File: src/rtl/pc_sequencer.sv
// Multi-cycle control FSM for an RV32I core: sequences fetch, decode, data access and
// pc update, with a bus-timeout watchdog on both request/ack handshakes.
module pc_sequencer #(
  parameter int TIMEOUT_CYCLES = 255
) (
  input  logic        clk,
  input  logic        clr,
  input  logic        run,
  input  logic        instr_ack,
  input  logic        mem_ack,
  input  logic        dec_halt,
  input  logic        dec_jump,
  input  logic        dec_branch,
  input  logic        dec_load,
  input  logic        dec_store,
  input  logic        branch_taken,
  output logic        instr_req,
  output logic        ir_we,
  output logic        mem_req,
  output logic        mem_we,
  output logic        reg_we,
  output logic        pc_inc,
  output logic        pc_load,
  output logic        pc_branch,
  output logic        pc_disable,
  output logic        halted,
  output logic        fault,
  output logic [31:0] retired_cnt,
  output logic [2:0]  state
);

  localparam int WAIT_W = $clog2(TIMEOUT_CYCLES + 1);
  localparam logic [WAIT_W-1:0] WAIT_LAST = WAIT_W'(TIMEOUT_CYCLES - 1);

  typedef enum logic [2:0] {
    S_IDLE   = 3'd0,
    S_FETCH  = 3'd1,
    S_DECODE = 3'd2,
    S_MEM    = 3'd3,
    S_UPDATE = 3'd4,
    S_HALT   = 3'd5,
    S_FAULT  = 3'd6
  } state_t;

  typedef enum logic [2:0] {
    C_ALU    = 3'd0,
    C_JUMP   = 3'd1,
    C_BRANCH = 3'd2,
    C_LOAD   = 3'd3,
    C_STORE  = 3'd4
  } cls_t;

  state_t            cur;
  cls_t              cls;
  cls_t              dec_cls;
  logic [WAIT_W-1:0] wait_cnt;
  logic [31:0]       retired;
  logic              upd;

  // Class priority among non-halt instructions: jump > branch > load > store > ALU.
  function automatic cls_t classify(input logic j, input logic b, input logic l, input logic s);
    if (j)      return C_JUMP;
    else if (b) return C_BRANCH;
    else if (l) return C_LOAD;
    else if (s) return C_STORE;
    else        return C_ALU;
  endfunction

  assign dec_cls = classify(dec_jump, dec_branch, dec_load, dec_store);

  always_ff @(posedge clk) begin
    if (!clr) begin
      cur      <= S_IDLE;
      cls      <= C_ALU;
      wait_cnt <= '0;
      retired  <= '0;
    end else begin
      case (cur)
        S_IDLE: begin
          if (run) begin
            cur      <= S_FETCH;
            wait_cnt <= '0;
          end
        end
        S_FETCH: begin
          // An ack in the final allowed cycle takes precedence over the timeout.
          if (instr_ack)                  cur <= S_DECODE;
          else if (wait_cnt == WAIT_LAST) cur <= S_FAULT;
          else                            wait_cnt <= wait_cnt + 1'b1;
        end
        S_DECODE: begin
          cls <= dec_cls;
          if (dec_halt) begin
            cur <= S_HALT;
          end else if (dec_cls == C_LOAD || dec_cls == C_STORE) begin
            cur      <= S_MEM;
            wait_cnt <= '0;
          end else begin
            cur <= S_UPDATE;
          end
        end
        S_MEM: begin
          if (mem_ack)                    cur <= S_UPDATE;
          else if (wait_cnt == WAIT_LAST) cur <= S_FAULT;
          else                            wait_cnt <= wait_cnt + 1'b1;
        end
        S_UPDATE: begin
          retired  <= retired + 32'd1;
          wait_cnt <= '0;
          cur      <= run ? S_FETCH : S_IDLE;
        end
        S_HALT:  cur <= S_HALT;
        S_FAULT: cur <= S_FAULT;
        default: cur <= S_IDLE;
      endcase
    end
  end

  assign upd         = (cur == S_UPDATE);
  assign state       = cur;
  assign instr_req   = (cur == S_FETCH);
  assign ir_we       = instr_req & instr_ack;
  assign mem_req     = (cur == S_MEM);
  assign mem_we      = mem_req && (cls == C_STORE);
  assign pc_load     = upd && (cls == C_JUMP);
  assign pc_branch   = upd && (cls == C_BRANCH) && branch_taken;
  assign pc_inc      = upd && !pc_load && !pc_branch;
  assign reg_we      = upd && (cls == C_ALU || cls == C_LOAD || cls == C_JUMP);
  assign pc_disable  = !upd;
  assign halted      = (cur == S_HALT);
  assign fault       = (cur == S_FAULT);
  assign retired_cnt = retired;

endmodule

File: config.mk
export PLATFORM = sky130hd
export DESIGN_NAME = pc_sequencer
export DESIGN_NICKNAME = d
export VERILOG_FILES = /design/src/rtl/pc_sequencer.sv
export SDC_FILE = /design/constraint.sdc
export NUM_CORES = 1
export LEC_CHECK = 0
export ABC_CLOCK_PERIOD_IN_PS = 1900
export CAP_MARGIN = 0
export CORE_MARGIN = 2
export CORE_UTILIZATION = 45
export DETAILED_ROUTE_END_ITERATION = 8
export PLACE_DENSITY = 0.82
export SYNTH_ARGS = -nofsm -noshare
export SYNTH_HDL_FRONTEND = slang
export SYNTH_SLANG_ARGS = --single-unit
File: constraint.sdc
create_clock -name clk -period 1.9 [get_ports clk]
set_clock_uncertainty 0.05 [all_clocks]
set_input_delay 0.285 -clock clk [delete_from_list [all_inputs] [get_ports clk]]
set_output_delay 0.285 -clock clk [all_outputs]
set_load 0.03 [all_outputs]
Yosys cells after proc, flatten, opt, wreduce, memory -nomap -nowiden
Index checks and enable logic that the tools add are counted.
{ "totals": {"ff_bits": 46, "input_bits": 11, "out_inout_bits": 46, "elab_cells": 61} }
{ "classes": {"n_addsub": 2, "eq_ne": 18, "mux": 19, "n_bitwise": 1, "reduce_logical": 17} }
{ "ops": {"columns": ["op", "n"], "rows": [
  ["8-bit 2-to-1 mux", 6],
  ["8-bit one-hot mux with 5 select lines", 1],
  ["32-bit by 1-bit adder with 32-bit output (second input constant)", 1],
  ["3-bit 2-to-1 mux", 10],
  ["3-bit one-hot mux with 7 select lines", 1],
  ["3-bit by 2-bit equality test with 1-bit output (second input constant)", 5],
  ["3-bit equality test (second input constant)", 5],
  ["2-bit inequality test (second input constant)", 5],
  ["8-bit by 1-bit adder with 8-bit output (second input constant)", 1],
  ["8-bit equality test (second input constant)", 1],
  ["1-bit logical AND", 7],
  ["3-bit by 1-bit equality test with 1-bit output (second input constant)", 2],
  ["3-bit zero test", 2],
  ["6-bit AND reduction", 1],
  ["5-bit nonzero test", 1],
  ["1-bit zero test", 3],
  ["1-bit logical OR", 3],
  ["1-bit bitwise AND", 1],
  ["1-bit 2-to-1 mux", 1]
]} }

Longest topological paths before layout
Gate-level depths: netlist of run 1.
{ "depth": {"depth_word": 9, "mapped_depth": 8} }

Worst setup path before layout of run 1
Ideal clock, no wire load.
{ "synth_timing": {"path_type": "register -> register", "startpoint": "reg cur[2], in the netlist state[2]", "endpoint": "reg retired[25], in the netlist retired_cnt[25]", "arrival_ns": 2.166, "t_required_ns": 1.735, "setup_slack_ns": -0.431, "path_stages_with_launch": 9, "period_less_slack_ns": 2.331, "path_cell_list": "dfxtp_1 nor3b_4 inv_2 or3_1 buf_2 buf_6 nor4_2 xor2_1 and2_1"} }
{ "synth_between": {"elab_chain_cells": 1} }
{ "synth_rtl": {"columns": ["item", "line", "text"], "rows": [
  ["from (decl)", "53", "state_t cur;"],
  ["from (signal assigned)", "110", "cur <= run ? S_FETCH : S_IDLE;"],
  ["3-bit equality test", "78", "case (cur)"],
  ["to (signal assigned)", "108", "retired <= retired + 32'd1;"],
  ["to (decl)", "57", "logic [31:0] retired;"]
]} }
No other way between the ends.
A chain may end at the register's enable or synchronous reset.

Worst setup path in the final report of run 1
{ "layout_timing": {"startpoint": "reg retired[9], in the netlist retired_cnt[9]", "endpoint": "reg retired[29], in the netlist retired_cnt[29]"} }
{ "layout_between": {"elab_chain_cells": 1} }
{ "layout_rtl": {"columns": ["item", "line"], "rows": [
  ["32-bit by 1-bit adder with 32-bit output", "108"]
]} }
No other way between the ends.

==> results of run 1 <==
==> layer usage <==
metal | vias to the layer above | GRT usage, %
met2 | 72 | 38.0
met1 | 1193 | 24.2
met3 | 10 | 3.75
met5 | - | 0
met4 | 0 | 5.00
li1 | 1230 | -
==> tightest hold or removal path, cell delays in order, from the launching register on <==
cell and delay (ns):
dfxtp_1 0.32, o31ai_1 0.06, a21boi_1 0.05
==> cells in the final DEF (no fill, tap or decap), types with 6 or more instances in the layout <==
master           instances
clkdlybuf4s50_1         44
buf_6                    7
nor3_2                   6
nand2_1                 25
nor4_4                   9
and2_1                  31
xnor2_1                 10
nand2b_1                 8
dfxtp_4                 10
xor2_1                  18
nor2_1                  13
a21oi_1                  8
a21boi_1                 7
dfxtp_2                  7
buf_4                   40
clkbuf_8                 6
inv_1                    9
nand4_1                  8
dfxtp_1                 29
nand3_1                 13
==> power breakdown <==
| group | total [mW] | internal, mW | switching [mW] | leakage, nW |
|---|---|---|---|---|
| Clock | 0.651 | 0.294 | 0.357 | 0.0515 |
| Combinational | 0.246 | 0.122 | 0.124 | 1.25 |
| Sequential | 0.968 | 0.959 | 0.00917 | 0.382 |
==> stage by stage <==
stage	power, mW	cell area, sq um	setup slack [ns]
finish	1.86	3880	-0.0515
global placement	1.20	3460	-0.213
floorplan	1.10	2620	-0.148
global route	1.93	3880	-0.141
CTS	1.84	3690	-0.00468
detailed placement	1.20	3460	-0.305
==> state kept, by name, summed over array words and instances (netlist names) <==
name	cells
retired_cnt	32
wait_cnt	8
state	3
cls	3
==> cell families after synthesis <==
kind of cell    share of synthesized area, %
simple gates                            37.3
flops                                   36.4
compound gates                          9.59
xor+xnor                                9.68
buf+inv                                 4.40
mux                                     1.19
fa+ha+maj                               1.48
==> cell type report <==
cell class                 instances  area [sq um]
clock buffer                       6          82.6
timing repair buffer             100           961
clock inverter                     2          11.3
multi-input combinational        227          1730
sequential                        46           967
tap                               72          90.1
inverter                          11          43.8
fill                             408          1590
==> timing repair <==
| action | 4_1_cts | 5_1_grt |
|---|---|---|
| setup buffers | 4 | 1 |
| setup endpoints to repair | 20 | 33 |
| gates cloned | 0 | 3 |
| pin swaps | 1 | 25 |
| gates resized for setup | 24 | 33 |
==> worst paths after layout <==
check | startpoint | end | slack, ns | cells after the start
worst max-delay path | retired_cnt[9]$_SDFFE_PN0N_ | retired_cnt[29]$_SDFFE_PN0N_ | -0.05 | 6
worst min-delay path | wait_cnt[7]$_SDFFE_PN0P_ | wait_cnt[7]$_SDFFE_PN0P_ | 0.43 | 2
worst max register to register | retired_cnt[9]$_SDFFE_PN0N_ | retired_cnt[29]$_SDFFE_PN0N_ | -0.05 | 6
worst min register to register | wait_cnt[7]$_SDFFE_PN0P_ | wait_cnt[7]$_SDFFE_PN0P_ | 0.43 | 2
==> impl_results.md, run 1 <==
- Layout cells sized above 1: a little under a third
- Drt total wl: 6.81 mm
- DR iter-0 viols: ~120
- Max Clock Freq: about 510 MHz
- Area Overhead vs Synth: 53.4%
- Critical path's largest stage delay: 0.58 ns
- Asr flop ratio synth: 0%
- Arr. time, crit path: 2.12 ns
- WL met3: around 250 microns
- Final Critical Period: about 2 ns
- Grt total ovfl: 0
- Most numerous cell in the Yosys netlist: dfxtp_1
- Finished Core Util: a little under three quarters
- Core ar.: approximately 0.0055 sq mm
- Setup TNS: -0.134 ns
- Unrepaired setup endpoints after global routing: yes
- Met2 WL: about 3.6 mm
- Crit path kind: reg -> reg
- CP Capture Type: register
- Max Buffers Root-to-Sink: 2
- Critical Path RT: just over 2 ns
- Power density over the cells: approximately 480 mW/mm^2
- Largest net degree at the start of global routing: 40
- Cell count after synthesis: a little under 300
- Root Buffer: clkbuf_8
- CP max FO: 7
- Initial Util: 46.3%
- Num CTS Buffers: 5
- Detailed Routing Iterations Pass 1: 4
- Hpwl dp: 4.36 mm
- # hold bufs at CTS: 0
- WHS: about 0.43 ns
- Synthesis-stage register bit count: 46
- Post-synth EDFFs: 0
- Tcrit/Tclk final: 103%
- Max Cap Viol: 0
- Static leakage: between 1.5 and 2 nW
- ANT nets after route: 0
- Slew @ Worst Pin: just under 0.4 ns
- Slowest-stage cell, CP: or4_4
- Avg WL per Cell: about 15 microns
- Max_slew headroom: 73.5%
- # setup viols final: 8
- DIE WIDTH: a little under 80 microns
- Rows: 27
- WP buf/inv: 1
- IO Port Bufs: 56
- Global-route wire length before repair: 10.4 mm
- Max Used Layer: met4
- Total number of vias: around 2500
- Ports: 57
- H-tree depth: 2
- CTS sink cnt: 46
- Antenna violations before repair: 0
- Syn_area_per_cell: approximately 8.5 sq um
- Ranking of synthesized cells by area: dfxtp_1, and2_1, xor2_1
- N_diodes: 0
- Clk_lat worst skew: approximately 0.31 ns
- Residual DRC: 0
- Top FF cell, synth: dfxtp_1
- Vias per cell: around 5.4
- Die area: between 0.006 and 0.007 sq mm
- Leading area contributor after synthesis: dfxtp_1
- Yosys top cell area share: about 36%
- Final Hold Viols: 0
- Worst setup margin: -0.0515 ns
- Final Slew Violations: 0
- Die Y: approximately 79 microns
- WL met1: roughly 2.9 mm
- Commonest cells post-synth: dfxtp_1, and2_1, nand2_1
- Yosys cell types: 45
- Ys Warns: 0
- Worst-path cell chain: nand4_4, or4_4, clkbuf_16, nor4_4, xor2_1, and2_1
- Sequential share of the synthesized area: 36.4%
- Failing checks: negative setup slack
- Post-Syn Area: about 0.0025 sq mm
- Non-filler instance count after layout: 464
- CP top delay family: simple AND/OR/NAND/NOR gates
- Total Routing Usage GR: 20.5%
- Clock slew seen by the registers of the worst setup and hold paths: around 0.090 ns
- TritonCTS clock tree: yes
- HP Class: reg -> reg
- GPL Wtd Cong: 0.821
- Placed insts: around 450
- Nets: roughly 410
- CP Launch Type: register
- Vias in the first global route: 2353
- Peak supply drop: 254 uV
- Outcome: finished, violations left
- Mapped Nets: 311
No activity file was read; power rests on OpenSTA's default activity.
==> run 2: changes to the inputs <==
--- a/config.mk
+++ b/config.mk
@@ -10,6 +10,7 @@
 export CORE_MARGIN = 2
 export CORE_UTILIZATION = 45
 export DETAILED_ROUTE_END_ITERATION = 8
+export HOLD_SLACK_MARGIN = 0.02
 export PLACE_DENSITY = 0.82
 export SYNTH_ARGS = -nofsm -noshare
 export SYNTH_HDL_FRONTEND = slang
==> results of run 2 <==
No change in the layout: final DEF, timing and power equal those of run 1.
